--- src/rtl/fir_xif_offloader_pkg.sv ---
// Shared types, opcode constants and field helpers for the core-side FIR X-IF offloader.
package fir_xif_offloader_pkg;

    localparam int XIF_ID_WIDTH = 4;

    localparam logic [6:0] OPC_FIR     = 7'b1011011;
    localparam logic [2:0] F3_XFIRLW   = 3'b000;
    localparam logic [2:0] F3_XFIRSW   = 3'b001;
    localparam logic [2:0] F3_XFIRDOTP = 3'b010;

    typedef struct packed {
        logic [31:0]             instr;
        logic [XIF_ID_WIDTH-1:0] id;
        logic [31:0]             rs1;
        logic [31:0]             rs2;
    } xif_issue_req_t;

    typedef struct packed {
        logic [XIF_ID_WIDTH-1:0] id;
        logic                    kill;
    } xif_commit_t;

    typedef struct packed {
        logic [XIF_ID_WIDTH-1:0] id;
        logic [31:0]             data;
        logic [4:0]              rd;
        logic                    we;
    } xif_result_t;

    typedef enum logic [1:0] {
        IDLE   = 2'd0,
        ISSUE  = 2'd1,
        COMMIT = 2'd2
    } offload_state_t;

    function automatic logic [6:0] get_opcode(input logic [31:0] instr);
        return instr[6:0];
    endfunction

    function automatic logic [2:0] get_funct3(input logic [31:0] instr);
        return instr[14:12];
    endfunction

    function automatic logic is_fir_instr(input logic [31:0] instr);
        return (get_opcode(instr) == OPC_FIR) &&
               (get_funct3(instr) inside {F3_XFIRLW, F3_XFIRSW, F3_XFIRDOTP});
    endfunction

endpackage

--- src/rtl/fir_xif_offloader_id_tracker.sv ---
// Per-id outstanding/writeback bookkeeping for the offloader, with live count and full flag.
module fir_xif_id_tracker #(
    parameter int ID_W    = 4,
    parameter int MAX_OUT = 4,
    parameter int CNT_W   = $clog2(MAX_OUT + 1)
) (
    input  logic             clk_i,
    input  logic             rst_ni,
    input  logic             alloc_en,
    input  logic [ID_W-1:0]  alloc_id,
    input  logic             alloc_wb,
    input  logic             clear_en,
    input  logic [ID_W-1:0]  clear_id,
    input  logic             kill_en,
    input  logic [ID_W-1:0]  kill_id,
    input  logic [ID_W-1:0]  query_id,
    output logic             query_valid,
    output logic             query_wb,
    input  logic [ID_W-1:0]  next_id,
    output logic             next_busy,
    output logic [CNT_W-1:0] count,
    output logic             full
);
    localparam int NUM_IDS = 2 ** ID_W;

    logic [NUM_IDS-1:0] valid_q, valid_d;
    logic [NUM_IDS-1:0] wb_q, wb_d;

    // Releases first, allocation last; the stall rule keeps alloc_id off live entries.
    always_comb begin
        valid_d = valid_q;
        wb_d    = wb_q;
        if (clear_en) valid_d[clear_id] = 1'b0;
        if (kill_en)  valid_d[kill_id]  = 1'b0;
        if (alloc_en) begin
            valid_d[alloc_id] = 1'b1;
            wb_d[alloc_id]    = alloc_wb;
        end
    end

    always_ff @(posedge clk_i) begin
        if (!rst_ni) begin
            valid_q <= '0;
            wb_q    <= '0;
        end else begin
            valid_q <= valid_d;
            wb_q    <= wb_d;
        end
    end

    always_comb begin
        count = '0;
        for (int i = 0; i < NUM_IDS; i++) begin
            count = count + CNT_W'(valid_q[i]);
        end
    end

    assign full        = (count == CNT_W'(MAX_OUT));
    assign query_valid = valid_q[query_id];
    assign query_wb    = wb_q[query_id];
    assign next_busy   = valid_q[next_id];

endmodule

--- src/rtl/fir_xif_offloader.sv ---
// Core-side CV-X-IF initiator: offloads FIR opcodes, runs issue/commit, retires results to the GPR port.
//   state  | meaning
//   IDLE   | waiting for a legal, unstalled FIR instruction
//   ISSUE  | x_issue_* held stable until the coprocessor handshakes
//   COMMIT | one-cycle commit/kill strobe for the issued id
module fir_xif_offloader
    import fir_xif_offloader_pkg::*;
#(
    parameter int X_ID_WIDTH      = XIF_ID_WIDTH,
    parameter int MAX_OUTSTANDING = 4
) (
    input  logic                                 clk_i,
    input  logic                                 rst_ni,
    input  logic                                 instr_valid_i,
    output logic                                 instr_ready_o,
    input  logic [31:0]                          instr_i,
    input  logic [31:0]                          rs1_val_i,
    input  logic [31:0]                          rs2_val_i,
    input  logic                                 kill_i,
    output logic                                 x_issue_valid_o,
    input  logic                                 x_issue_ready_i,
    output logic [31:0]                          x_issue_instr_o,
    output logic [X_ID_WIDTH-1:0]                x_issue_id_o,
    output logic [31:0]                          x_issue_rs1_o,
    output logic [31:0]                          x_issue_rs2_o,
    input  logic                                 x_issue_accept_i,
    input  logic                                 x_issue_writeback_i,
    output logic                                 x_commit_valid_o,
    output logic [X_ID_WIDTH-1:0]                x_commit_id_o,
    output logic                                 x_commit_kill_o,
    input  logic                                 x_result_valid_i,
    output logic                                 x_result_ready_o,
    input  logic [X_ID_WIDTH-1:0]                x_result_id_i,
    input  logic [31:0]                          x_result_data_i,
    input  logic [4:0]                           x_result_rd_i,
    input  logic                                 x_result_we_i,
    output logic                                 gpr_we_o,
    output logic [4:0]                           gpr_waddr_o,
    output logic [31:0]                          gpr_wdata_o,
    output logic                                 illegal_o,
    output logic                                 protocol_err_o,
    output logic [$clog2(MAX_OUTSTANDING+1)-1:0] outstanding_o
);
    localparam int CNT_W = $clog2(MAX_OUTSTANDING + 1);

    offload_state_t        state_q, state_d;
    xif_issue_req_t        issue_q;
    logic [X_ID_WIDTH-1:0] id_q;
    logic                  wb_pending_q;

    logic fir_ok, stall, load_issue, alloc_en, release_en;
    logic res_hit, res_killed, gpr_we_d;
    logic trk_full, trk_next_busy, trk_q_valid, trk_q_wb;

    assign fir_ok     = is_fir_instr(instr_i);
    assign stall      = trk_full | trk_next_busy;
    assign load_issue = (state_q == IDLE) && (state_d == ISSUE);

    always_ff @(posedge clk_i) begin
        if (!rst_ni) state_q <= IDLE;
        else         state_q <= state_d;
    end

    always_comb begin
        state_d = state_q;
        case (state_q)
            IDLE:    if (instr_valid_i && fir_ok && !stall) state_d = ISSUE;
            ISSUE:   if (x_issue_ready_i) state_d = x_issue_accept_i ? COMMIT : IDLE;
            COMMIT:  state_d = IDLE;
            default: state_d = IDLE;
        endcase
    end

    // Gated by reset so every strobe reads 0 while reset is held.
    always_comb begin
        instr_ready_o    = 1'b0;
        illegal_o        = 1'b0;
        x_issue_valid_o  = 1'b0;
        x_commit_valid_o = 1'b0;
        x_commit_kill_o  = 1'b0;
        alloc_en         = 1'b0;
        if (rst_ni) begin
            case (state_q)
                IDLE: begin
                    if (instr_valid_i && !fir_ok) begin
                        instr_ready_o = 1'b1;
                        illegal_o     = 1'b1;
                    end
                end
                ISSUE: begin
                    x_issue_valid_o = 1'b1;
                    if (x_issue_ready_i) begin
                        instr_ready_o = 1'b1;
                        alloc_en      = x_issue_accept_i;
                        illegal_o     = !x_issue_accept_i;
                    end
                end
                COMMIT: begin
                    x_commit_valid_o = 1'b1;
                    x_commit_kill_o  = kill_i;
                end
                default: ;
            endcase
        end
    end

    // A killed id or one that will never return a result is released at commit.
    assign release_en = x_commit_valid_o && (kill_i || !wb_pending_q);
    assign res_hit    = x_result_valid_i && trk_q_valid;
    assign res_killed = x_commit_kill_o && (x_result_id_i == issue_q.id);
    assign gpr_we_d   = res_hit && !res_killed && x_result_we_i && trk_q_wb;

    always_ff @(posedge clk_i) begin
        if (!rst_ni) begin
            issue_q        <= '0;
            id_q           <= '0;
            wb_pending_q   <= 1'b0;
            gpr_we_o       <= 1'b0;
            gpr_waddr_o    <= '0;
            gpr_wdata_o    <= '0;
            protocol_err_o <= 1'b0;
        end else begin
            if (load_issue) begin
                issue_q <= '{instr: instr_i, id: id_q, rs1: rs1_val_i, rs2: rs2_val_i};
            end
            if (alloc_en) wb_pending_q <= x_issue_writeback_i;
            if (state_q == COMMIT) id_q <= id_q + X_ID_WIDTH'(1);
            gpr_we_o <= gpr_we_d;
            if (gpr_we_d) begin
                gpr_waddr_o <= x_result_rd_i;
                gpr_wdata_o <= x_result_data_i;
            end
            if (x_result_valid_i && !trk_q_valid) protocol_err_o <= 1'b1;
        end
    end

    assign x_issue_instr_o  = issue_q.instr;
    assign x_issue_id_o     = issue_q.id;
    assign x_issue_rs1_o    = issue_q.rs1;
    assign x_issue_rs2_o    = issue_q.rs2;
    assign x_commit_id_o    = issue_q.id;
    assign x_result_ready_o = 1'b1;

    fir_xif_id_tracker #(
        .ID_W    (X_ID_WIDTH),
        .MAX_OUT (MAX_OUTSTANDING),
        .CNT_W   (CNT_W)
    ) u_tracker (
        .clk_i       (clk_i),
        .rst_ni      (rst_ni),
        .alloc_en    (alloc_en),
        .alloc_id    (issue_q.id),
        .alloc_wb    (x_issue_writeback_i),
        .clear_en    (res_hit),
        .clear_id    (x_result_id_i),
        .kill_en     (release_en),
        .kill_id     (issue_q.id),
        .query_id    (x_result_id_i),
        .query_valid (trk_q_valid),
        .query_wb    (trk_q_wb),
        .next_id     (id_q),
        .next_busy   (trk_next_busy),
        .count       (outstanding_o),
        .full        (trk_full)
    );

endmodule
--- config.mk ---
export PLATFORM = sky130hd
export DESIGN_NAME = fir_xif_offloader
export DESIGN_NICKNAME = d
export VERILOG_FILES = /design/src/rtl/fir_xif_offloader_pkg.sv /design/src/rtl/fir_xif_offloader_id_tracker.sv /design/src/rtl/fir_xif_offloader.sv
export SDC_FILE = /design/constraint.sdc
export NUM_CORES = 1
export LEC_CHECK = 0
export ABC_AREA = 1
export CORE_MARGIN = 4
export CORE_UTILIZATION = 59
export CTS_BUF_LIST = sky130_fd_sc_hd__clkbuf_4
export CTS_CLUSTER_DIAMETER = 100
export DETAILED_ROUTE_END_ITERATION = 6
export DONT_BUFFER_PORTS = 1
export HOLD_SLACK_MARGIN = 0.06
export PLACE_DENSITY = 0.75
export SLEW_MARGIN = 20
export SYNTH_ARGS = -nofsm -noshare
export SYNTH_HDL_FRONTEND = slang
export SYNTH_SLANG_ARGS = --single-unit
--- constraint.sdc ---
create_clock -name clk_i -period 6 [get_ports clk_i]
set_input_delay 0.9 -clock clk_i [delete_from_list [all_inputs] [get_ports clk_i]]
set_output_delay 0.9 -clock clk_i [all_outputs]
set_load 0.02 [all_outputs]
==> results.txt, run 1 <==
- The synthesized design contains 178 register bits.
- # DRC: 0
- Traced cell by cell, the critical path runs through ha_1 -> inv_1 -> fa_1 -> fa_1 -> fa_1 -> fa_1 -> inv_1 -> fa_1 -> fa_1 -> xor2_1 -> xnor2_1 -> buf_4.
* Worst hold start: rst_ni
* Gates resized, CTS repair: 0
- R2R Setup Slk: 820 ps
* Placed Instance Area: 9460 µm²
- Number of nets in the final layout: ~1,600
* Max capacitance violation total: 0
* Source-to-sink clock delay at the later pin of the worst-skew pair: 590 ps
* Worst-path cell with the longest stage delay: fa_1
- During synthesis, Yosys emitted a total of 0 warnings.
- Sequential cell area: between 3000 and 4000 µm²
- After clock tree synthesis, the setup repair step added 0 buffers.
- Worst clock skew: approximately 27 ps
- Detailed placement finished with a half-perimeter wire length of around 18,000 µm.
- Hold-fix buffers, CTS: 0
* Die Span Y: 135 µm
- Of the synthesized area, sequential elements account for 0.376.
- The number of pins exceeding their max-slew limit in the final report was 0.
- Maximum resistive drop on vdd: 98.4 µV
* Worst min-delay path category: input pin to register
- Post-Synthesis Cell Area: about 9500 µm²
- The detailed router placed 8,616 vias in this run.
* Hold Crit Endpoint: gpr_wdata_o[9]$_SDFFE_PN0P_
* Routed via count divided by cell count: 5.02
- Endpoint arrival time on the critical path: 4750 ps
- Remaining global-route overflow: 0
- CP dominant cell by count: fa_1
- Status: finished clean
- Port buffering added 0 buffers.
- Hold is met by between 400 and 500 ps.
- Entering global routing, the biggest net connects 157 pins.
- Floorplan die width: 135 µm
- Number of unique standard cell types used by synthesis: 29
- Area of the multi-input gates: between 3000 and 4000 µm²
- After synthesis, the mean cell area works out to 6.13 µm².
- Worst Tran Pin Value: 1030 ps
- After layout, the minimum clock period comes to 5650 ps.
- Vias in the first global route: 7,579
* Setup repair after global routing missed its margin: no
* Number of setup violations in the final report: 0
* Detailed-route wire length per cell: around 15 µm
- In this run the core area contains 46 standard-cell rows.
- The core region is 15,800 µm².
- For this configuration, the core starts out at a cell density of 0.598.
- The worst setup path is captured at an output pin.
- Leakage power: 4.79 nW
- Number of optimization iterations in the first detailed-route pass: 7
- The endpoint identified for the worst register-to-register timing path is x_issue_rs1_o[21]$_SDFFE_PN0P_.
- TritonCTS Buffers: 17
- For this design the top-level I/O count stands at 298.
* Stage delay of the slowest cell on the critical path: 550 ps
- Growth of design area from synthesis to finish: 3.09%
* Mapped Cells: 1,543
- Counting instances, the worst hold path has a depth of 2.
- Critical setup path kind: register to output pin
- Non-Filler Cell Area, Final: 9760 µm²
- After the first detailed-routing iteration, the DRC count stood at about 640.
- Portion of the clock cycle consumed by the worst path in the final layout: 0.942
- Number of levels in the clock H-tree: 4
- Startpoint type of the worst setup path: register
- Setup total negative slack: 0 ps
- Maximum buffer depth of the clock tree: 2
- The hold violation total from the final report was 0.
* Synth Net Count: 1,702
- Yosys mapped a number of flops with a built-in enable equal to 0.
- After filler insertion, the fill cell instance count of the layout stands at 1,562.
- Die ar.: ~18,000 µm²
- Fraction of final layout cells with drive strength greater than 1: 0.0347
- Total power per unit cell area: ~200 nW/µm²
- Clock transition time at the flip-flop clock pins of the worst setup and hold paths: approximately 160 ps
* Highest net fanout along the worst path: 4
* Fmax achieved: 0.177 GHz
* Required time of the critical path: a little over 5000 ps
* R2r worst-path depth: 16
* Startpoint of the worst-slack reg-to-reg timing path: u_tracker.valid_q[0]$_SDFF_PN0_
- CTS saw approximately 180 sinks.
- All-Layer GR Usage: 0.272
- Clock tree synthesis selected as its root buffer the cell clkbuf_4.
* Routed wire length: 25,600 µm
- Once detail routing completed, the nets flagged for antenna violations numbered 0.
- Among all flip-flop cells after synthesis, the most frequent one is dfxtp_1.
- Weighted congestion reported at the end of routability-driven placement: approximately 0.96
- Global-route wire length before repair: 39,600 µm
- TritonCTS built the clock tree.
* Share of synthesized flip-flops with an asynchronous set or reset: 0
- The worst pin sits at a relative slew slack of 0.311.
* Number of antenna violations at the first check in global routing: 2
## state kept, by name (all words and copies together) (netlist names)
signal,count
x_issue_rs1_o,32
wb_pending_q,1
x_issue_instr_o,32
gpr_wdata_o,32
gpr_waddr_o,5
x_issue_rs2_o,32
state_q,2
id_q,4
x_commit_id_o,4
u_tracker.wb_q,16
u_tracker.valid_q,16
gpr_we_o,1
protocol_err_o,1
## worst max path at each step
stage	slack, ps	from	to	cells after the start
finish	350	u_tracker.valid_q[0]$_SDFF_PN0_	outstanding_o[2]	12
global route	110	u_tracker.valid_q[0]$_SDFF_PN0_	outstanding_o[2]	12
CTS	290	u_tracker.valid_q[0]$_SDFF_PN0_	outstanding_o[2]	12
detailed placement	860	u_tracker.valid_q[0]$_SDFF_PN0_	x_issue_instr_o[25]$_SDFFE_PN0P_	16
global placement	930	u_tracker.valid_q[0]$_SDFF_PN0_	x_issue_rs1_o[13]$_SDFFE_PN0P_	16
floorplan	1220	u_tracker.valid_q[0]$_SDFF_PN0_	outstanding_o[2]	11
## critical path: cells and delay by family (launching register included)
family | cells | cell delay [ps]
buffers and inverters | 3 | 340
DFF | 1 | 360
adders and majority gates | 7 | 2960
xor gates and xnor gates | 2 | 520
## cells by family after synthesis
| group | Yosys count | share of synthesized area |
|---|---|---|
| other cells | 1 | 0.000396 |
| buf+inv | 496 | 0.208 |
| xor+xnor | 7 | 0.00648 |
| simple gates | 775 | 0.344 |
| fa+ha+maj | 13 | 0.0251 |
| compound gates | 73 | 0.0402 |
| flops | 178 | 0.376 |
## through the flow
step,instances,util,setup slack [ps],total power [W]
3_5_place_dp,1683,0.598,860,0.00130
3_3_place_gp,1683,0.598,932,0.00130
6_report,1717,0.617,345,0.00196
5_1_grt,1717,0.617,111,0.00204
2_1_floorplan,1543,-,1220,0.00130
4_1_cts,1715,0.616,286,0.00199
## synth_stat cells, types with 2 or more instances
master,n,share of area
dfxtp_1,178,0.38
nand3_1,52,0.027
buf_1,7,0.0028
nor2_1,238,0.094
inv_1,407,0.16
xnor2_1,2,0.0019
clkinv_1,2,0.00079
a21oi_1,34,0.018
buf_6,2,0.0024
o211ai_1,3,0.0024
a31oi_1,3,0.0020
nor3b_1,2,0.0016
fa_1,10,0.021
buf_2,46,0.024
o21ai_0,32,0.017
nand4_1,94,0.062
clkbuf_1,22,0.0087
xor2_1,5,0.0046
ha_1,3,0.0040
buf_4,8,0.0063
nand2_1,368,0.15
nor2_2,2,0.0013
nor3_1,17,0.0090
## power breakdown
part | internal [W] | leakage, nW | switching (W)
logic | 0.0000282 | 3.19 | 0.0000557
registers | 0.00118 | 1.43 | 0.00000357
clock network | 0.000226 | 0.157 | 0.000467
## cell usage in the layout (no fill, tap or decap), types with 2 or more instances in the layout
cell type	instances
buf_4	8
clkinv_1	2
nor3b_1	2
xor2_1	5
nand2_1	368
ha_1	3
inv_8	2
nand3_1	49
buf_12	2
fa_1	10
xnor2_1	2
dfxtp_1	178
nand3_4	3
o21ai_0	32
inv_1	407
nand4_1	94
nor2_2	2
inv_6	5
a31oi_1	3
diode_2	2
o211ai_1	3
nor2_1	238
clkbuf_4	17
clkinv_8	2
a21oi_1	33
nor3_1	17
clkinv_4	3
## cell type report
type / count / area share
multi-input cells: 869 / 0.408
diodes: 2 / 0.000513
repair buffers: 10 / 0.0103
inverters: 410 / 0.158
clock inverters: 15 / 0.0172
flip-flops and latches: 178 / 0.365
well taps: 216 / 0.0277
clock buffers: 17 / 0.0131
## per-layer routing
metal,track usage,share of wire,vias to the layer above
met3,0.0868,0.089,47
met4,0.0950,0.028,0
met2,0.463,0.50,329
li1,-,-,4412
met1,0.324,0.39,3828
met5,0,0,-
Note: power is estimated with default switching activity, not from simulation.
==> run 2: changes to the inputs <==
--- a/config.mk
+++ b/config.mk
@@ -17,4 +17,5 @@
 export SLEW_MARGIN = 20
 export SYNTH_ARGS = -nofsm -noshare
 export SYNTH_HDL_FRONTEND = slang
+export SYNTH_HIERARCHICAL = 1
 export SYNTH_SLANG_ARGS = --single-unit
==> run 2 against run 1 <==
  * The flow now finishes with violations (DRC)
  * Critical path depth up 5
  * Hold slack better by 24 ps
  * Combinational power up 8.7%
  * Sequential share of layout area up 5.9 points
  * Global-route usage up 0.23 points
  * Setup slack better by 550 ps
  * Clock power down 3.2%
  * Count of clock-buffer cells in the layout up 1
  * Final cell count down 24%
  * Design area down 14%
  * Largest power group unchanged
  * Highest routed layer unchanged
==> results.txt, run 2 <==
- The tool flagged a number of max-cap violations equal to 0.
* Synth area leaders: dfxtp_1 43%, a21oi_1 9.7%, nor2_1 8.7%, nand2_1 7.3%, inv_1 6.4%
- Most frequent cells after synthesis: 191 x nor2_1, 178 x dfxtp_1, 160 x nand2_1
- In this run the remaining antenna-violating nets after routing total 0.
* Floorplan die width: 126 µm
- Across every metal layer, demand over resource in global routing totals 0.274.
- For this run, the detailed router's first-pass iteration total came to 7.
- Final count of pins violating max slew: 0
- Die Span Y: 126 µm
- Violated checks: DRC
- Clock root buffer master: clkbuf_4
- Summing all multi-input logic gate instances after layout gives between 3000 and 4000 µm².
- Stage delay of the slowest cell on the critical path: 700 ps
- Total setup buffers inserted after CTS: 0
- The analysis attributes to cell leakage a power of roughly 3.4 nW.
- For this run, the number of Yosys warnings is 6.
- Worst min-delay path category: input pin to register
- Number of antenna violations at the first check in global routing: 1
- The number of gates resized after CTS was 0.
- Along the worst path, the maximum fanout reaches 92.
- The worst path in the final design needs a cycle of 5110 ps, including I/O delays and setup.
- Leaving out fill and tap cells, the most frequent cell in the layout is nor2_1.
* Post-Synthesis Cell Area: 8210 µm²
* Mapped Cells: 1,169
- Placed Instance Area: 8130 µm²
- Area share of the largest cell type after synthesis: 0.434
* Kind of cell adding the most delay to the critical path: adder cells
- The clock reaches the later pin of the worst-skew pair after 570 ps.
- Fraction of the yosys area taken by sequential cells: 0.434
* Filler Cells Inserted: 1,249
- Fmax achieved: 0.196 GHz
* Vias in the first global route: slightly below 7,000
- Endpoint arrival time on the critical path: 5600 ps
- Worst Tran Pin Value: 1050 ps
* Count of endpoints failing hold in the final timing report: 0
* Cell count after placement: 1,274
- At the end of the flow, the number of nets in the layout was 1,276.
* Maximum buffer depth of the clock tree: 2
- Counting stages on the worst path, the most repeated cell is fa_1.
* Number of unique standard cell types used by synthesis: 33
- Global-route wire length before repair: 35,400 µm
- Portion of the clock cycle consumed by the worst path in the final layout: 0.851
- # DRC: 2
* Hold-fix buffers, CTS: 0
- Boundary pin count: 298
- Remaining global-route overflow: 0
* Routed vias: 7,313
- TritonCTS Buffers: 17
- Synth Net Count: between 1,000 and 1,500
* Commonest cells after routing, fill and taps aside: 189 x nor2_1, 178 x dfxtp_1, 160 x nand2_1, 159 x a21oi_1, 140 x inv_1
- The worst setup path is of the register to register kind.
- In the final layout, the share of cells above drive strength 1 is 0.0567.
- Status: complete, but fails checks
* Area inside the core boundary: 13,500 µm²
- Worst clock skew: 19.0 ps
* Non-Filler Cell Area, Final: 8410 µm²
- Synth Area per Inst: 7.02 µm²
- The slowest stage of the critical path is the buf_4 cell.
- Setup repair after global routing missed its margin: no
- Walking the worst path, the cells encountered are inv_1 -> fa_1 -> inv_1 -> fa_1 -> fa_1 -> inv_1 -> fa_1 -> inv_1 -> ha_1 -> fa_1 -> or2_2 -> nor2_1 -> or2_1 -> nor2_4 -> buf_4 -> a21oi_1 -> nor2_1.
- Setup violations remaining at the end of the flow were counted as 0.
- Registers take 3560 µm².
* Count leader, synth: nor2_1
- Clock tree synthesis found a total of 178 sinks.
* Initial Utilization: 0.610
- Number of cells in the finished layout apart from fillers: about 1,300
* Most used flip-flop cell after synthesis: dfxtp_1
- After detailed routing, the total wire length is 22,300 µm.
* Final HPWL from detailed placement: 15,500 µm
- Startpoint type of the worst setup path: register
- Clock transition time at the flip-flop clock pins of the worst setup and hold paths: between 100 and 150 ps
* Maximum resistive drop on vdd: 170 µV
- Input and output buffers added on the ports amount to 0.
- Total power per unit cell area: 234 nW/µm²
- Routed via count divided by cell count: about 5.6
- After floorplanning, the core was divided into 42 placement rows.
- The synthesized design contains 0 enable-type register cells.
- Relative to the synthesized area, the layout overhead comes to 2.39%.
* Share of synthesized flip-flops with an asynchronous set or reset: 0
- The number of buffers and inverters on the critical path is 5.
* DRC violation total after the first TritonRoute iteration: 625
* Weighted congestion reported at the end of routability-driven placement: a little over 0.9
- The die covers approximately 16,000 µm².
- Largest area contributor in the synthesized netlist: dfxtp_1
- At the worst endpoint, the required time is between 6000 and 7000 ps.
* Detailed-route wire length per cell: 17.1 µm
- Pin count of the biggest net entering global routing: 150
* Setup total negative slack: 0 ps
* Kind of end point of the critical path: register
- After synthesis the netlist holds a flip-flop and latch count of 178.
- The H-tree generated during clock tree synthesis spans 4 levels.
- TritonCTS built the clock tree.
* Relative slew slack: 0.293
## run 2: report_power, final
group          internal (W)  switching, W  leakage [nW]
Sequential          0.00119     0.0000172          1.43
Clock              0.000251      0.000420         0.149
Combinational     0.0000304     0.0000608          1.85
## run 2: per-stage QoR
| step | hold slack, ps | power [W] | setup slack [ps] | utilization |
|---|---|---|---|---|
| 3_5_place_dp | 447 | 0.00133 | 953 | 0.605 |
| 2_1_floorplan | 429 | 0.00132 | 1520 | - |
| 6_report | 454 | 0.00197 | 893 | 0.625 |
| 5_1_grt | 402 | 0.00205 | 605 | 0.625 |
| 3_3_place_gp | 445 | 0.00132 | 1020 | 0.605 |
| 4_1_cts | 407 | 0.00198 | 901 | 0.625 |
## run 2: cell families (layout without fill, tap and decap cells)
group / Yosys count / count (layout) / synth area share
adder cells (fa/ha/maj): 13 / 13 / 0.0290
AO/OA/AOI/OAI: 270 / 270 / 0.167
AND/OR/NAND/NOR: 481 / 481 / 0.252
other: 1 / 2 / 0.000457
flip-flops: 178 / 178 / 0.434
buffers and inverters: 223 / 183 / 0.115
XOR/XNOR: 3 / 3 / 0.00320
## run 2: path summary, 6_finish.rpt
check	startpoint	to	slack, ps	cells after the start
setup / recovery	u_tracker/valid_q[5]$_SDFF_PN0_	x_issue_rs1_o[25]$_SDFFE_PN0P_	890	17
hold / removal	rst_ni	u_tracker/wb_q[9]$_SDFFE_PN0P_	450	2
setup reg to reg	u_tracker/valid_q[5]$_SDFF_PN0_	x_issue_rs1_o[25]$_SDFFE_PN0P_	890	17
hold reg to reg	u_tracker/wb_q[15]$_SDFFE_PN0P_	u_tracker/wb_q[15]$_SDFFE_PN0P_	470	2
## run 2: final cells by class
cell class | count | area share
antenna | 1 | 0.000298
clock buffer | 18 | 0.0161
clock inverter | 13 | 0.0161
inverter | 145 | 0.0650
multi-input combinational | 768 | 0.445
sequential | 178 | 0.424
tap | 176 | 0.0262
timing repair buffer | 7 | 0.00774
## run 2: per-layer routing
metal | up-vias | wire length, µm | track usage
met3 | 43 | 1970 | 0.0999
met4 | 0 | 565 | 0.0984
met5 | - | 0 | 0
met2 | 328 | 11000 | 0.442
met1 | 3324 | 8750 | 0.340
li1 | 3618 | - | -
